[config.mk]
export PLATFORM = sky130hd
export DESIGN_NAME = iob_reset_seq_flat
export DESIGN_NICKNAME = d
export VERILOG_FILES = /design/src/rtl/iob_reset_seq_pkg.sv /design/src/rtl/iob_reset_seq_if.sv /design/src/rtl/iob_reset_seq_sync.sv /design/src/rtl/iob_reset_seq.sv /design/src/flat_wrapper.sv
export SDC_FILE = /design/constraint.sdc
export NUM_CORES = 1
export LEC_CHECK = 0
export CELL_PAD_IN_SITES_DETAIL_PLACEMENT = 1
export CELL_PAD_IN_SITES_GLOBAL_PLACEMENT = 2
export CORE_MARGIN = 3
export CORE_UTILIZATION = 36
export DETAILED_ROUTE_END_ITERATION = 6
export PLACE_DENSITY = 0.86
export SLEW_MARGIN = 20
export SYNTH_ARGS = -nofsm -noshare
export SYNTH_HDL_FRONTEND = slang
export SYNTH_SLANG_ARGS = --single-unit
[constraint.sdc]
create_clock -name clk_i -period 3.08 [get_ports clk_i]
set_clock_uncertainty 0.15 [all_clocks]
set_input_delay 0.616 -clock clk_i [delete_from_list [all_inputs] [get_ports clk_i]]
set_output_delay 0.616 -clock clk_i [all_outputs]
set_load 0.01 [all_outputs]
[src/rtl/iob_reset_seq_pkg.sv]
// Shared types and helpers for the reset/init sequencer.
package iob_reset_seq_pkg;

    localparam int unsigned STATE_W = 2;

    // Sequencer states; the encoding is visible on state_o.
    typedef enum logic [STATE_W-1:0] {
        ST_WAIT    = 2'd0,
        ST_HOLD    = 2'd1,
        ST_RELEASE = 2'd2,
        ST_RUN     = 2'd3
    } state_e;

    // Counter width big enough to hold the largest of the three cycle counts.
    function automatic int unsigned cnt_width(input int unsigned hold,
                                              input int unsigned stagger,
                                              input int unsigned timeout);
        int unsigned m;
        m = hold;
        if (stagger > m) m = stagger;
        if (timeout > m) m = timeout;
        return $clog2(m + 1);
    endfunction

endpackage

[src/rtl/iob_reset_seq_if.sv]
// Control/status bundle between the reset sequencer and its wrapper.
interface iob_reset_seq_if #(
    parameter int unsigned N_READY = 3,
    parameter int unsigned N_OUT   = 2
) ();
    import iob_reset_seq_pkg::*;

    logic [N_READY-1:0] ready_i;
    logic               soft_rst_i;
    logic               clear_i;
    logic [N_OUT-1:0]   rst_o;
    logic               done_o;
    logic               timeout_o;
    logic               loss_o;
    logic [N_READY-1:0] ready_sync_o;
    logic [STATE_W-1:0] state_o;

    // Wrapper side: drives readiness and control pulses, observes status.
    modport master (
        output ready_i, soft_rst_i, clear_i,
        input  rst_o, done_o, timeout_o, loss_o, ready_sync_o, state_o
    );

    // Sequencer side.
    modport slave (
        input  ready_i, soft_rst_i, clear_i,
        output rst_o, done_o, timeout_o, loss_o, ready_sync_o, state_o
    );

endinterface

[src/rtl/iob_reset_seq_sync.sv]
// Multi-flop synchroniser for a vector of independent asynchronous levels.
module iob_reset_seq_sync #(
    parameter int unsigned WIDTH  = 1,
    parameter int unsigned STAGES = 2
) (
    input  logic             clk_i,
    input  logic             arst_i,
    input  logic [WIDTH-1:0] d_i,
    output logic [WIDTH-1:0] q_o
);

    logic [STAGES-1:0][WIDTH-1:0] chain;

    // Shift each bit through STAGES flops; cleared to "not ready" on reset.
    always_ff @(posedge clk_i or posedge arst_i) begin
        if (arst_i) begin
            chain <= '0;
        end else begin
            chain <= {chain[STAGES-2:0], d_i};
        end
    end

    assign q_o = chain[STAGES-1];

endmodule

[src/rtl/iob_reset_seq.sv]
// Reset/init sequencer: waits for all unmasked ready inputs to be stable,
// then releases the reset domains one at a time, watching for loss and timeout.
module iob_reset_seq
    import iob_reset_seq_pkg::*;
#(
    parameter int unsigned          N_READY         = 3,
    parameter logic [N_READY-1:0]   READY_MASK      = '1,
    parameter int unsigned          N_OUT           = 2,
    parameter int unsigned          SYNC_STAGES     = 2,
    parameter int unsigned          HOLD_CYCLES     = 16,
    parameter int unsigned          STAGGER_CYCLES  = 4,
    parameter int unsigned          TIMEOUT_CYCLES  = 1024,
    parameter bit                   RESTART_ON_LOSS = 1'b1
) (
    input  logic          clk_i,
    input  logic          arst_i,
    iob_reset_seq_if.slave bus
);

    localparam int unsigned CNT_W = cnt_width(HOLD_CYCLES, STAGGER_CYCLES, TIMEOUT_CYCLES);
    localparam int unsigned IDX_W = $clog2(N_OUT) + 1;

    localparam logic [CNT_W-1:0] HOLD_LAST = CNT_W'(HOLD_CYCLES - 1);
    localparam logic [CNT_W-1:0] STAG_LAST = CNT_W'(STAGGER_CYCLES - 1);
    localparam bit               TO_EN     = (TIMEOUT_CYCLES != 0);
    localparam logic [CNT_W-1:0] TO_LAST   = CNT_W'(TO_EN ? TIMEOUT_CYCLES - 1 : 0);
    // tcnt parks one past the flag point so a cleared flag stays cleared.
    localparam logic [CNT_W-1:0] TO_SAT    = CNT_W'(TIMEOUT_CYCLES);
    localparam logic [IDX_W-1:0] IDX_LAST  = IDX_W'(N_OUT - 1);

    state_e             state_q, state_d;
    logic [CNT_W-1:0]   cnt_q, cnt_d;
    logic [CNT_W-1:0]   tcnt_q, tcnt_d;
    logic [IDX_W-1:0]   idx_q, idx_d;
    logic [N_OUT-1:0]   rst_q, rst_d;
    logic               done_q, done_d;
    logic               timeout_q, timeout_d;
    logic               loss_q, loss_d;
    logic               timeout_set, loss_set;
    logic [N_READY-1:0] ready_sync;
    logic               all_ok_c;

    iob_reset_seq_sync #(
        .WIDTH  (N_READY),
        .STAGES (SYNC_STAGES)
    ) u_sync (
        .clk_i  (clk_i),
        .arst_i (arst_i),
        .d_i    (bus.ready_i),
        .q_o    (ready_sync)
    );

    // Masked-off inputs count as permanently ready.
    assign all_ok_c = &(ready_sync | ~READY_MASK);

    // State register.
    always_ff @(posedge clk_i or posedge arst_i) begin
        if (arst_i) begin
            state_q <= ST_WAIT;
        end else begin
            state_q <= state_d;
        end
    end

    // Next-state logic: soft reset, then loss, then the normal sequence.
    always_comb begin
        state_d = state_q;
        if (bus.soft_rst_i) begin
            state_d = ST_WAIT;
        end else begin
            case (state_q)
                ST_WAIT: begin
                    if (all_ok_c) state_d = ST_HOLD;
                end
                ST_HOLD: begin
                    if (!all_ok_c)              state_d = ST_WAIT;
                    else if (cnt_q == HOLD_LAST) state_d = ST_RELEASE;
                end
                ST_RELEASE: begin
                    if (!all_ok_c)
                        state_d = ST_WAIT;
                    else if (cnt_q == STAG_LAST && idx_q == IDX_LAST)
                        state_d = ST_RUN;
                end
                ST_RUN: begin
                    if (!all_ok_c && RESTART_ON_LOSS) state_d = ST_WAIT;
                end
                default: state_d = ST_WAIT;
            endcase
        end
    end

    // Counters, reset vector and sticky flags for the coming cycle.
    always_comb begin
        cnt_d       = cnt_q;
        tcnt_d      = tcnt_q;
        idx_d       = idx_q;
        rst_d       = rst_q;
        timeout_d   = timeout_q;
        loss_d      = loss_q;
        timeout_set = 1'b0;
        loss_set    = 1'b0;

        if (bus.soft_rst_i) begin
            rst_d  = '1;
            cnt_d  = '0;
            tcnt_d = '0;
            idx_d  = '0;
        end else begin
            // Init timeout runs through every pre-RUN state, ignoring HOLD bounces.
            if (state_q != ST_RUN && TO_EN) begin
                if (tcnt_q != TO_SAT)  tcnt_d      = tcnt_q + CNT_W'(1);
                if (tcnt_q == TO_LAST) timeout_set = 1'b1;
            end

            case (state_q)
                ST_WAIT: begin
                    rst_d = '1;
                    cnt_d = '0;
                    idx_d = '0;
                end
                ST_HOLD: begin
                    if (!all_ok_c) begin
                        cnt_d = '0;
                    end else if (cnt_q == HOLD_LAST) begin
                        cnt_d = '0;
                        idx_d = '0;
                    end else begin
                        cnt_d = cnt_q + CNT_W'(1);
                    end
                end
                ST_RELEASE: begin
                    if (!all_ok_c) begin
                        loss_set = 1'b1;
                        rst_d    = '1;
                        cnt_d    = '0;
                        idx_d    = '0;
                        tcnt_d   = '0;
                    end else if (cnt_q == STAG_LAST) begin
                        for (int k = 0; k < N_OUT; k++) begin
                            if (idx_q == IDX_W'(k)) rst_d[k] = 1'b0;
                        end
                        cnt_d = '0;
                        idx_d = idx_q + IDX_W'(1);
                        if (idx_q == IDX_LAST) tcnt_d = '0;
                    end else begin
                        cnt_d = cnt_q + CNT_W'(1);
                    end
                end
                ST_RUN: begin
                    if (!all_ok_c) begin
                        loss_set = 1'b1;
                        if (RESTART_ON_LOSS) begin
                            rst_d  = '1;
                            cnt_d  = '0;
                            idx_d  = '0;
                            tcnt_d = '0;
                        end
                    end
                end
                default: begin
                    rst_d = '1;
                end
            endcase
        end

        // A same-cycle set beats clear.
        if (bus.clear_i) begin
            timeout_d = 1'b0;
            loss_d    = 1'b0;
        end
        if (timeout_set) timeout_d = 1'b1;
        if (loss_set)    loss_d    = 1'b1;

        done_d = (state_d == ST_RUN);
    end

    // Datapath and output registers; rst_o comes straight from flops.
    always_ff @(posedge clk_i or posedge arst_i) begin
        if (arst_i) begin
            cnt_q     <= '0;
            tcnt_q    <= '0;
            idx_q     <= '0;
            rst_q     <= '1;
            done_q    <= 1'b0;
            timeout_q <= 1'b0;
            loss_q    <= 1'b0;
        end else begin
            cnt_q     <= cnt_d;
            tcnt_q    <= tcnt_d;
            idx_q     <= idx_d;
            rst_q     <= rst_d;
            done_q    <= done_d;
            timeout_q <= timeout_d;
            loss_q    <= loss_d;
        end
    end

    assign bus.rst_o        = rst_q;
    assign bus.done_o       = done_q;
    assign bus.timeout_o    = timeout_q;
    assign bus.loss_o       = loss_q;
    assign bus.ready_sync_o = ready_sync;
    assign bus.state_o      = STATE_W'(state_q);

endmodule

[src/flat_wrapper.sv]
// flat-port wrapper written by rule: the top's interface ports become plain ports
module iob_reset_seq_flat import iob_reset_seq_pkg::*;
#(
    parameter int unsigned          N_READY         = 3,
    parameter logic [N_READY-1:0]   READY_MASK      = '1,
    parameter int unsigned          N_OUT           = 2,
    parameter int unsigned          SYNC_STAGES     = 2,
    parameter int unsigned          HOLD_CYCLES     = 16,
    parameter int unsigned          STAGGER_CYCLES  = 4,
    parameter int unsigned          TIMEOUT_CYCLES  = 1024,
    parameter bit                   RESTART_ON_LOSS = 1'b1
)
  (clk_i, arst_i, bus_ready_i, bus_soft_rst_i, bus_clear_i, bus_rst_o, bus_done_o, bus_timeout_o, bus_loss_o, bus_ready_sync_o, bus_state_o);
  iob_reset_seq_if #(.N_READY(N_READY), .N_OUT(N_OUT)) bus_i ();
  input  logic clk_i;
  input  logic arst_i;
  input wire logic [$bits(bus_i.ready_i)-1:0] bus_ready_i;
  input wire logic [$bits(bus_i.soft_rst_i)-1:0] bus_soft_rst_i;
  input wire logic [$bits(bus_i.clear_i)-1:0] bus_clear_i;
  output wire logic [$bits(bus_i.rst_o)-1:0] bus_rst_o;
  output wire logic [$bits(bus_i.done_o)-1:0] bus_done_o;
  output wire logic [$bits(bus_i.timeout_o)-1:0] bus_timeout_o;
  output wire logic [$bits(bus_i.loss_o)-1:0] bus_loss_o;
  output wire logic [$bits(bus_i.ready_sync_o)-1:0] bus_ready_sync_o;
  output wire logic [$bits(bus_i.state_o)-1:0] bus_state_o;
  assign bus_i.ready_i = bus_ready_i;
  assign bus_i.soft_rst_i = bus_soft_rst_i;
  assign bus_i.clear_i = bus_clear_i;
  assign bus_rst_o = bus_i.rst_o;
  assign bus_done_o = bus_i.done_o;
  assign bus_timeout_o = bus_i.timeout_o;
  assign bus_loss_o = bus_i.loss_o;
  assign bus_ready_sync_o = bus_i.ready_sync_o;
  assign bus_state_o = bus_i.state_o;
  iob_reset_seq #(.N_READY(N_READY), .READY_MASK(READY_MASK), .N_OUT(N_OUT), .SYNC_STAGES(SYNC_STAGES), .HOLD_CYCLES(HOLD_CYCLES), .STAGGER_CYCLES(STAGGER_CYCLES), .TIMEOUT_CYCLES(TIMEOUT_CYCLES), .RESTART_ON_LOSS(RESTART_ON_LOSS)) u_core (.clk_i(clk_i), .arst_i(arst_i), .bus(bus_i));
endmodule
* Word-level counts from Yosys, hierarchy flattened
Cells that the tools add are included.
** Word-level totals
- Word-level logic and storage cells :: 87
- Register bits after elaboration :: 37
- Input bits :: 7
- Output and inout port bits :: 10
** Cells by class
- Equality and inequality tests :: 16
- Mux-type cells :: 46
- Add/subtract/negate cells :: 3
- Reduce and logical (&&, ||, !) cells :: 11
** Operators with widths (count)
- 11-bit two-way mux :: 13
- 11-bit one-hot mux with 4 select lines :: 1
- 2-bit two-way mux :: 17
- 11-bit by 1-bit adder with 11-bit output, second input constant :: 2
- 11-bit one-hot mux with 2 select lines :: 1
- 2-bit one-hot mux with 4 select lines :: 2
- 4-bit inequality test, second input constant :: 3
- 4-bit AND reduction :: 3
- 11-bit by 10-bit equality test with 1-bit output, second input constant :: 1
- 11-bit by 2-bit equality test with 1-bit output, second input constant :: 1
- 11-bit by 4-bit equality test with 1-bit output, second input constant :: 1
- 1-bit two-way mux :: 11
- 11-bit inequality test, second input constant :: 1
- 2-bit equality test, second input constant :: 3
- 3-bit by 2-bit inequality test with 1-bit output, second input constant :: 2
- 2-bit one-hot mux with 3 select lines :: 1
- 2-bit by 1-bit equality test with 1-bit output, second input constant :: 2
- 2-bit zero test :: 2
- 2-bit nonzero test :: 2
- 4-bit nonzero test :: 1
- 3-bit inequality test, second input constant :: 1
- 3-bit AND reduction :: 1
- 2-bit by 1-bit adder with 2-bit output, second input constant :: 1
- 2-bit inequality test, second input constant :: 1
- other kinds (2) :: 2

* Depth between registers and ports, before layout
Gate-level depths: netlist of the first run.
- Depth after elaboration :: 8
- Mapped depth :: 8
- Depth with buffers taken out :: 7

* Modules after synthesis
From an unflattened synthesis of the first run, not the netlist that was laid out.
** Second synthesis, totals
- Cells, all modules :: 202
- Area, all modules :: 2008.2 um^2
** By module, submodules not included
- iob_reset_seq :: area each 1831.8 um^2, instances 1, cells each 192
- iob_reset_seq_sync :: area each 176.4 um^2, instances 1, cells each 10

* Worst setup path before layout of the first run
OpenSTA, ideal clock, no wires.
- Path kind :: input port to flip-flop
- Start point :: input port bus_soft_rst_i
- End point :: register u_core.cnt_q[4]
- Slack :: 0.821 ns
- Stages :: 8
- Path buffers :: 3
- Library setup time :: 0.082 ns
- Arrival time :: 2.027 ns
- Data required time :: 2.848 ns
- Path through :: clkbuf_1 and4b_1 clkbuf_1 nand3_1 o2bb2ai_2 buf_2 nand2_1 a31oi_1
** On the way
- Cells in the longest elaborated chain, start to end :: 1
- Elaborated cells on any way between the ends :: 2
- Classes of those cells :: eq/ne (1); mux (1)
** RTL lines
- start, declared :: line flat_wrapper.sv:18 : input wire logic [$bits(bus_i.soft_rst_i)-1:0] bus_soft_rst_i;
- 3-bit inequality test (no line) or 11-bit two-way mux (tied branches)
- end signal, assigned :: line iob_reset_seq.sv:189 : cnt_q <= cnt_d;
- end, declared :: line iob_reset_seq.sv:32 : logic [CNT_W-1:0] cnt_q, cnt_d;
Several ways; a longest one is shown, not always the timed one.
A chain may end at the register's enable or synchronous reset.

* Worst setup path after layout of the first run
- Start point :: register u_core.cnt_q[7]
- End point :: register u_core.cnt_q[3]
** On the way
- Cells in the longest elaborated chain, start to end :: 5
- Elaborated cells on any way between the ends :: 8
- Classes of those cells :: eq/ne (2); mux (6)
** RTL lines
- 11-bit by 2-bit equality test with 1-bit output or 11-bit by 4-bit equality test with 1-bit output (tied branches) :: line iob_reset_seq.sv:139, iob_reset_seq.sv:125
- 11-bit two-way mux (on tied branches) :: line iob_reset_seq.sv:139, iob_reset_seq.sv:125
- 11-bit two-way mux (on tied branches) :: line iob_reset_seq.sv:133, iob_reset_seq.sv:123
- 11-bit one-hot mux with 4 select lines * :: line iob_reset_seq.sv:116 : case (state_q)
- 11-bit two-way mux * :: line iob_reset_seq.sv:104 : if (bus.soft_rst_i) begin
Every way passes the cells marked *; elsewhere a longest branch is shown, timed or not.

==> results.yml, run 1 <==
global_routing:
  grt_util_met3: 0.0359
  grt_start_max_net_pins: 38
  grt_util_met2: 0.251
  grtUsageTotal: 0.158
  grt_pass1_vias: 1633
  met1_usage: 0.203
  grt_pass1_wl_mm: 7.79
  gr-max-usage-layer: "met2"
  antenna_found_initial: 0
  grt-ovfl-total: 0
clocking:
  htreeDepth: 2
  cts.sinks: 37
  cts_tree: "built"
  clk_pin_slew_worst_paths_ns: 0.07
  postCtsSetupBuffers: 0
  clk_latency_ns: 0.29
  cts_buffers: 5
  clockBufferDepth: 2
  root_buffer: "clkbuf_8"
  cts-resized-gates: 0
  postCtsHoldBufs: 0
floorplan:
  fp.dieW_um: 80.1
  rows: 26
  start_util: 0.380
  die_area_mm2: 0.00641
  core_area_mm2: 0.00520
  die_y_um: 80.1
  io_pins: 17
cells_and_area:
  post-route-cell-area_mm2: 0.00229
  antenna_cells: 0
  area_delta_synth_final_pct: 16.0
  nFillCells: 591
  drive_gt1_frac: 0.0987
  nNetsFinal: 238
worst_setup_path:
  cp-start-kind: "register"
  required_ns: 3.09
  rrSetupSlack_ns: 0.70
  cp.arrival_ns: 2.40
  crit_chain: "or4_4, or3_1, o2bb2ai_2, buf_4, a41oi_1, a31oi_1"
  cp_max_fo: 13
  crit_type: "register to register"
  cp_slowest_cell: "or4_4"
  endpoint_kind: "register"
  cp_slowest_stage_delay_ns: 0.58
pwr:
  power_mw: 0.890
  p_int_mw: 0.677
  swShare: 0.239
  p_switching_mw: 0.213
  p_comb_frac: 0.065
  clkPwrFrac: 0.370
  powerDensity_mw_per_mm2: 388
  seq_power_share: 0.564
  peakVddDrop_uv: 211
  power_leakage_nw: 0.982
yosys:
  synth_ff_type: "dfrtp_1"
  ys_warn_count: 0
  synth_seq_cells: 37
  synth_top_area_cell: "dfrtp_1"
  synthCells: 204
  async_reset_ff_frac: 1.00
  mappedNetlistArea_mm2: 0.00198
  synth_common_cells: "35 x dfrtp_1, 23 x nor2_1, 13 x inv_1, 13 x nand2_1, 11 x nand3_1"
  ys_top_cells_by_area: "dfrtp_1 44%, ha_1 5.7%, nor2_1 4.4%"
  seq_area_frac_synth: 0.470
  synth_top_area_frac: 0.443
  synth_cell_types: 45
  syn_avg_cell_area_um2: 9.68
  synth_edf_count: 0
  synth_nets: 220
  synth.most_common_cell: "dfrtp_1"
run:
  cap_viol_max_count: 0
timing:
  hold_violations: 0
  min_period_ns: 2.38
  fin_crit_sh: 0.774
  fmax_ghz: 0.420
  slew_viol_final: 0
  rsz0062_at_grt: "false"
  tightest_slew_ns: 0.553
  timing.slew.headroom: 0.631
  setup_viol_count_final: 0
  tns_ns: 0
place:
  io_buffers: 16
  place_hpwl_mm: 3.17
  gp_congestion: 0.771
  place_area_mm2: 0.00221
worst_hold_path:
  hold_class: "register to register"
drt:
  wire_per_inst_um: 15.2
  antenna_left: 0
  vias: 1541
  viasPerCell: 5.26
  drc: 0
  drtIter0Drc: 61
  totalWireLength_mm: 4.45
  drtPass1Iterations: 4
outcome:
  status: "finished clean"
[final timing paths]
kind,startpoint,to,cells after the start
setup / recovery,u_core.cnt_q[7],u_core.cnt_q[3],6
hold / removal,u_core.u_sync.chain[0],u_core.u_sync.q_o[0],0
setup reg to reg,u_core.cnt_q[7],u_core.cnt_q[3],6
hold reg to reg,u_core.u_sync.chain[0],u_core.u_sync.q_o[0],0
max in group asynchronous,arst_i,u_core.bus.rst_o[1],3
min in group asynchronous,arst_i,u_core.tcnt_q[8],3
[critical path, delay by kind of cell (launching register included)]
kind	cells	cell delay, ns
simple gates	2	0.99
compound gates	3	0.48
flops	1	0.42
buf+inv	1	0.21
[layout make-up]
| type | count | area [um^2] | share of cell area |
|---|---|---|---|
| multi-input cells | 144 | 947 | 0.413 |
| flip-flops and latches | 37 | 928 | 0.405 |
| repair buffers | 21 | 198 | 0.0862 |
| well taps | 70 | 87.6 | 0.0382 |
| clock buffers | 6 | 72.6 | 0.0317 |
| inverters | 13 | 48.8 | 0.0213 |
| clock inverters | 2 | 10.0 | 0.00437 |
[per-layer routing]
metal | vias to the layer above | wire, um
met5 | - | 0
met4 | 0 | 109
met3 | 9 | 126
met2 | 23 | 2050
met1 | 749 | 2160
li1 | 760 | -
[logic make-up after synthesis]
family	synth area share
compound gates	0.144
xor+xnor	0.0488
fa+ha+maj	0.0570
buf+inv	0.0507
flops	0.470
mux	0.0108
simple gates	0.218
[through the flow]
step / setup slack [ns] / hold WS, ns / std cells / util
after floorplan: 0.821 / 0.181 / 204 / -
after global placement: 0.491 / 0.184 / 285 / 0.425
after detailed placement: 0.409 / 0.186 / 285 / 0.425
after CTS: 0.676 / 0.202 / 293 / 0.440
after global routing: 0.555 / 0.218 / 293 / 0.440
final: 0.697 / 0.202 / 293 / 0.440
[power by group through the flow]
| stage | registers (mW) | clock network (mW) | logic, mW |
|---|---|---|---|
| floorplan | 0.510 | 0 | 0.0363 |
| global placement | 0.511 | 0 | 0.0579 |
| detailed placement | 0.512 | 0 | 0.0590 |
| CTS | 0.502 | 0.344 | 0.0601 |
| global route | 0.504 | 0.367 | 0.0660 |
| finish | 0.503 | 0.330 | 0.0583 |
[placed cells by master (no fill, tap or decap), types with 2 or more instances in the layout]
cell	count
clkbuf_8	5
or4b_2	2
a21oi_1	9
or3_1	3
nand4_1	2
and3_1	6
nand2b_1	4
a41oi_1	2
ha_1	9
xnor2_1	3
a31oi_1	7
nand3_1	11
inv_1	13
o21ai_0	8
nand2_1	13
xor2_1	8
clkdlybuf4s50_1	16
nor3_1	5
buf_4	5
nor2b_1	3
nor4_1	2
nor2_1	23
dfstp_2	2
clkinv_2	2
o31ai_1	2
dfrtp_1	35
a32o_1	3
[sequential cells by signal, indices dropped and copies added (netlist names)]
signal / count
u_core.bus.done_o: 1
u_core.bus.loss_o: 1
u_core.bus.rst_o: 2
u_core.bus.state_o: 2
u_core.bus.timeout_o: 1
u_core.cnt_q: 11
u_core.idx_q: 2
u_core.tcnt_q: 11
u_core.u_sync.chain: 3
u_core.u_sync.q_o: 3
No activity file was read; power rests on OpenSTA's default activity.
==> inputs of run 2 (changes only) <==
- clock period: 3.08 -> 2.4 ns (I/O delays scaled with it)
==> run 2 against run 1 <==
Compared with the run above:
- wire length increased by 0.43%
- power increased by 31%
- hold slack improved by 0.0011 ns
- fmax increased by 3.7%
- setup slack got worse by 0.59 ns
- register-to-register slack got worse by 0.59 ns
- critical path depth decreased by 1
- critical path type unchanged
==> results.yml, run 2 (synthesized netlist as in run 1, its figures left out) <==
timing:
  fin_crit_sh: 0.957
  holdWs_ns: 0.203
  min_period_ns: 2.30
  setup_viol_count_final: 0
  timing.slew.headroom: 0.684
  tightest_slew_ns: 0.474
  tns_ns: 0
  rsz0062_at_grt: "false"
  hold_violations: 0
  slew_viol_final: 0
  fmax_ghz: 0.435
clocking:
  clk_latency_ns: 0.29
  root_buffer: "clkbuf_8"
  cts_tree: "built"
  postCtsHoldBufs: 0
  cts_buffers: 5
  htreeDepth: 2
  clk_pin_slew_worst_paths_ns: 0.08
  clockBufferDepth: 2
  cts.sinks: 37
pwr:
  power_leakage_nw: 1.00
  p_switching_mw: 0.291
  p_comb_frac: 0.064
  clkPwrFrac: 0.382
  swShare: 0.250
  power_mw: 1.17
  seq_power_share: 0.553
  peakVddDrop_uv: 228
  powerDensity_mw_per_mm2: 499
  p_int_mw: 0.874
cells_and_area:
  area_delta_synth_final_pct: 18.2
  drive_gt1_frac: 0.115
  layout.cells.most_common: "dfrtp_1"
  stdcell_count: 296
  antenna_cells: 0
  final_cell_mix: "35 x dfrtp_1, 23 x nor2_1, 16 x clkdlybuf4s50_1"
  nNetsFinal: 241
  largestRegisters: "u_core.cnt_q x11, u_core.tcnt_q x11"
  fin_util: 0.449
drt:
  totalWireLength_mm: 4.47
  vias: 1556
  viasPerCell: 5.26
  antenna_left: 0
  drtPass1Iterations: 4
  wire_per_inst_um: 15.1
  drc: 0
  drtIter0Drc: 105
place:
  gp_congestion: 0.775
  dp_cells: 288
  io_buffers: 16
  place_hpwl_mm: 3.27
run:
  cap_viol_max_count: 0
worst_setup_path:
  required_ns: 2.42
  cp-start-kind: "register"
  cp.arrival_ns: 2.32
  rrSetupSlack_ns: 0.10
  cp_max_fo: 17
  crit_type: "register to register"
  endpoint_kind: "register"
global_routing:
  grt-ovfl-total: 0
  grt_pass1_vias: 1636
  grt_start_max_net_pins: 38
  grt_pass1_wl_mm: 7.98
  antenna_found_initial: 0
  grtUsageTotal: 0.160
floorplan:
  start_util: 0.380
  die_y_um: 80.1
  fp.dieW_um: 80.1
  rows: 26
  io_pins: 17
  core_area_mm2: 0.00520
  die_area_mm2: 0.00641
worst_hold_path:
  hold_class: "register to register"
outcome:
  status: "finished clean"
[run 2: changes by cell type in the layout (fill, tap and decap cells not counted)]
cell / before / now
buf_4: 5 / 8
clkinv_2: 2 / 1
clkinvlp_4: 0 / 1
o2bb2ai_2: 1 / 0
o2bb2ai_4: 0 / 1
inv_6: 0 / 1
clkbuf_1: 1 / 0
[run 2: final cells by class]
class                      instances  area (um^2)
fill                             616         2870
clock inverter                     3         21.3
timing repair buffer              24          220
sequential                        37          928
clock buffer                       5         68.8
tap                               70         87.6
inverter                          13         48.8
multi-input combinational        144          960
[run 2: stage by stage]
step	cell area [um^2]	worst slack, ns
5_1_grt	2330	0.00633
3_5_place_dp	2230	-0.196
2_1_floorplan	1980	0.263
3_3_place_gp	2230	-0.121
4_1_cts	2320	0.0251
6_report	2330	0.103
[run 2: routing by layer]
layer  up-vias  GRT usage  wire length [um]
li1        761          -                 -
met1       766      0.210              2120
met2        22      0.258              2150
met3         7     0.0381               129
met4         0     0.0524                67
met5         -          0                 0
[run 2: timing repair]
item	CTS	global route
resized for setup	0	1
setup buffers	0	0
hold endpoints to repair	0	0
setup endpoints to repair	0	7
[run 2: path summary, 6_finish.rpt]
kind | start | to | cells past startpoint
worst max-delay path | u_core.cnt_q[7] | u_core.cnt_q[3] | 5
worst min-delay path | u_core.u_sync.chain[0] | u_core.u_sync.q_o[0] | 0
worst max register to register | u_core.cnt_q[7] | u_core.cnt_q[3] | 5
worst min register to register | u_core.u_sync.chain[0] | u_core.u_sync.q_o[0] | 0
max in group asynchronous | arst_i | u_core.bus.rst_o[0] | 3
min in group asynchronous | arst_i | u_core.tcnt_q[4] | 3
[run 2: power by group through the flow]
stage	logic, mW	clock network [mW]	registers, mW
finish	0.0751	0.446	0.645
global route	0.0857	0.492	0.647
CTS	0.0773	0.460	0.645
detailed placement	0.0768	0	0.658
global placement	0.0761	0	0.656
floorplan	0.0466	0	0.654
[run 2: critical path: stages, from the launching register on]
cell       delay (ns)
dfrtp_1          0.43
or4_4            0.58
or3_1            0.41
o2bb2ai_4        0.26
a41oi_1          0.27
a31oi_1          0.06
==> inputs of run 3 (changes only) <==
- GPL_TIMING_DRIVEN: unset -> 0
- SETUP_SLACK_MARGIN: unset -> 0.02
==> run 3 against run 2 <==
Compared with the run above:
- first-iteration DRC count is 33% lower
- clock power is 6.1% lower
- die area stayed put
- fmax is 1.6% higher
- sequential share of layout area is 0.59 points lower
- cell count is 1.4% higher
- setup slack better by 0.036 ns
- global-route usage is 0.37 points higher
- largest cell class unchanged
- combinational power is 8.9% higher
- critical path depth is 1 higher
- sequential power hardly changed
- sequential cell count stayed put
==> results.yml, run 3 (synthesized netlist as in run 1, its figures left out) <==
outcome:
  status: "finished clean"
drt:
  viasPerCell: 5.39
  totalWireLength_mm: 4.77
  antenna_left: 0
  drc: 0
  wire_per_inst_um: 15.9
  drtIter0Drc: 70
  vias: 1617
  drtPass1Iterations: 4
timing:
  setup_viol_count_final: 0
  fin_crit_sh: 0.942
  hold_violations: 0
  min_period_ns: 2.26
  fmax_ghz: 0.442
  slew_viol_final: 0
  timing.slew.headroom: 0.689
  setup_slack_ns: 0.139
  tightest_slew_ns: 0.467
worst_setup_path:
  crit_chain: "or4_4, nor4_4, nand3_1, o21ai_1, buf_2, nor3_1"
  cp_slowest_stage_delay_ns: 0.58
  critPathBufInv: 1
  r2r_start: "u_core.cnt_q[7]"
  cp-start-kind: "register"
  cp_slowest_cell: "or4_4"
  crit_type: "register to register"
  crit_start: "u_core.cnt_q[7]"
  cp.arrival_ns: 2.28
  path_delay_family: "simple AND/OR/NAND/NOR gates"
  endpoint_kind: "register"
  cp_max_fo: 10
  required_ns: 2.42
run:
  cap_viol_max_count: 0
floorplan:
  rows: 26
  io_pins: 17
  die_area_mm2: 0.00641
  die_y_um: 80.1
  start_util: 0.380
  fp.dieW_um: 80.1
  core_area_mm2: 0.00520
pwr:
  power_leakage_nw: 1.01
  swShare: 0.234
  power_mw: 1.15
  powerDensity_mw_per_mm2: 484
  clkPwrFrac: 0.366
  seq_power_share: 0.563
  p_comb_frac: 0.071
  peakVddDrop_uv: 259
  p_int_mw: 0.878
  p_switching_mw: 0.268
cells_and_area:
  drive_gt1_frac: 0.126
  layout.area.seq_um2: 928
  nNetsFinal: 245
  nFillCells: 599
  layout.cells.most_common: "dfrtp_1"
  multi_input_area_um2: 973
  area_delta_synth_final_pct: 19.9
  antenna_cells: 0
  fin_util: 0.455
  final_cell_mix: "35 x dfrtp_1, 23 x nor2_1, 15 x clkdlybuf4s50_1"
  largestRegisters: "u_core.cnt_q x11, u_core.tcnt_q x11"
worst_hold_path:
  hold_class: "register to register"
  hp-start: "u_core.u_sync.chain[0]"
place:
  place_hpwl_mm: 3.33
  gp_congestion: 0.730
  io_buffers: 15
  dp_slack_ns: -0.246
clocking:
  postCtsHoldBufs: 0
  clk_pin_slew_worst_paths_ns: 0.07
  clockBufferDepth: 2
  cts_buffers: 5
  cts.sinks: 37
  clk_latency_ns: 0.29
  htreeDepth: 2
  cts_tree: "built"
  root_buffer: "clkbuf_8"
global_routing:
  grt_start_max_net_pins: 21
  antenna_found_initial: 0
  grt_pass1_wl_mm: 8.07
  grt-ovfl-total: 0
  grtUsageTotal: 0.164
  grt_pass1_vias: 1669
-- run 3: what timing repair did --
item,in CTS,in global routing
resized for setup,0,8
buffers inserted,0,3
endpoints found under the setup margin,0,22
-- run 3: per-stage QoR --
stage	hold WS (ns)	std cells	instance area [um^2]	TNS, ns
finish	0.199	300	2370	0
CTS	0.201	298	2320	0
floorplan	0.181	204	1980	0
global route	0.216	300	2370	-0.00368
detailed placement	0.186	290	2240	-2.28
global placement	0.182	289	2210	-2.50
-- run 3: worst paths after layout --
path / end / slack (ns) / depth (start not counted)
setup / recovery: u_core.tcnt_q[9] / 0.14 / 6
hold / removal: u_core.u_sync.q_o[0] / 0.20 / 0
setup reg to reg: u_core.tcnt_q[9] / 0.14 / 6
hold reg to reg: u_core.u_sync.q_o[0] / 0.20 / 0
max in group asynchronous: u_core.bus.rst_o[1] / 1.22 / 3
min in group asynchronous: u_core.cnt_q[3] / 0.36 / 2
-- run 3: worst reg2reg max path: stages, from the launching register on --
cell	delay, ns
dfrtp_1	0.41
or4_4	0.58
nor4_4	0.27
nand3_1	0.18
o21ai_1	0.18
buf_2	0.26
nor3_1	0.10
-- run 3: layout make-up --
| cell class | instances | share of cell area |
|---|---|---|
| clock buffer | 8 | 0.0338 |
| tap | 70 | 0.0370 |
| inverter | 13 | 0.0206 |
| buffer | 9 | 0.0216 |
| timing repair buffer | 19 | 0.0845 |
| multi-input combinational | 144 | 0.411 |
| sequential | 37 | 0.392 |
-- run 3: power by group through the flow --
stage / combinational, mW / clock, mW / sequential [mW]
after floorplan: 0.0466 / 0 / 0.654
after global placement: 0.0748 / 0 / 0.656
after detailed placement: 0.0830 / 0 / 0.657
after CTS: 0.0835 / 0.433 / 0.645
after global routing: 0.0934 / 0.464 / 0.647
final: 0.0818 / 0.419 / 0.645
-- run 3: per-layer routing --
layer,up-vias,global-route usage,share of wire
met4,0,0.0709,0.019
met1,818,0.207,0.44
met5,-,0,0
li1,769,-,-
met3,7,0.0247,0.022
met2,23,0.276,0.52
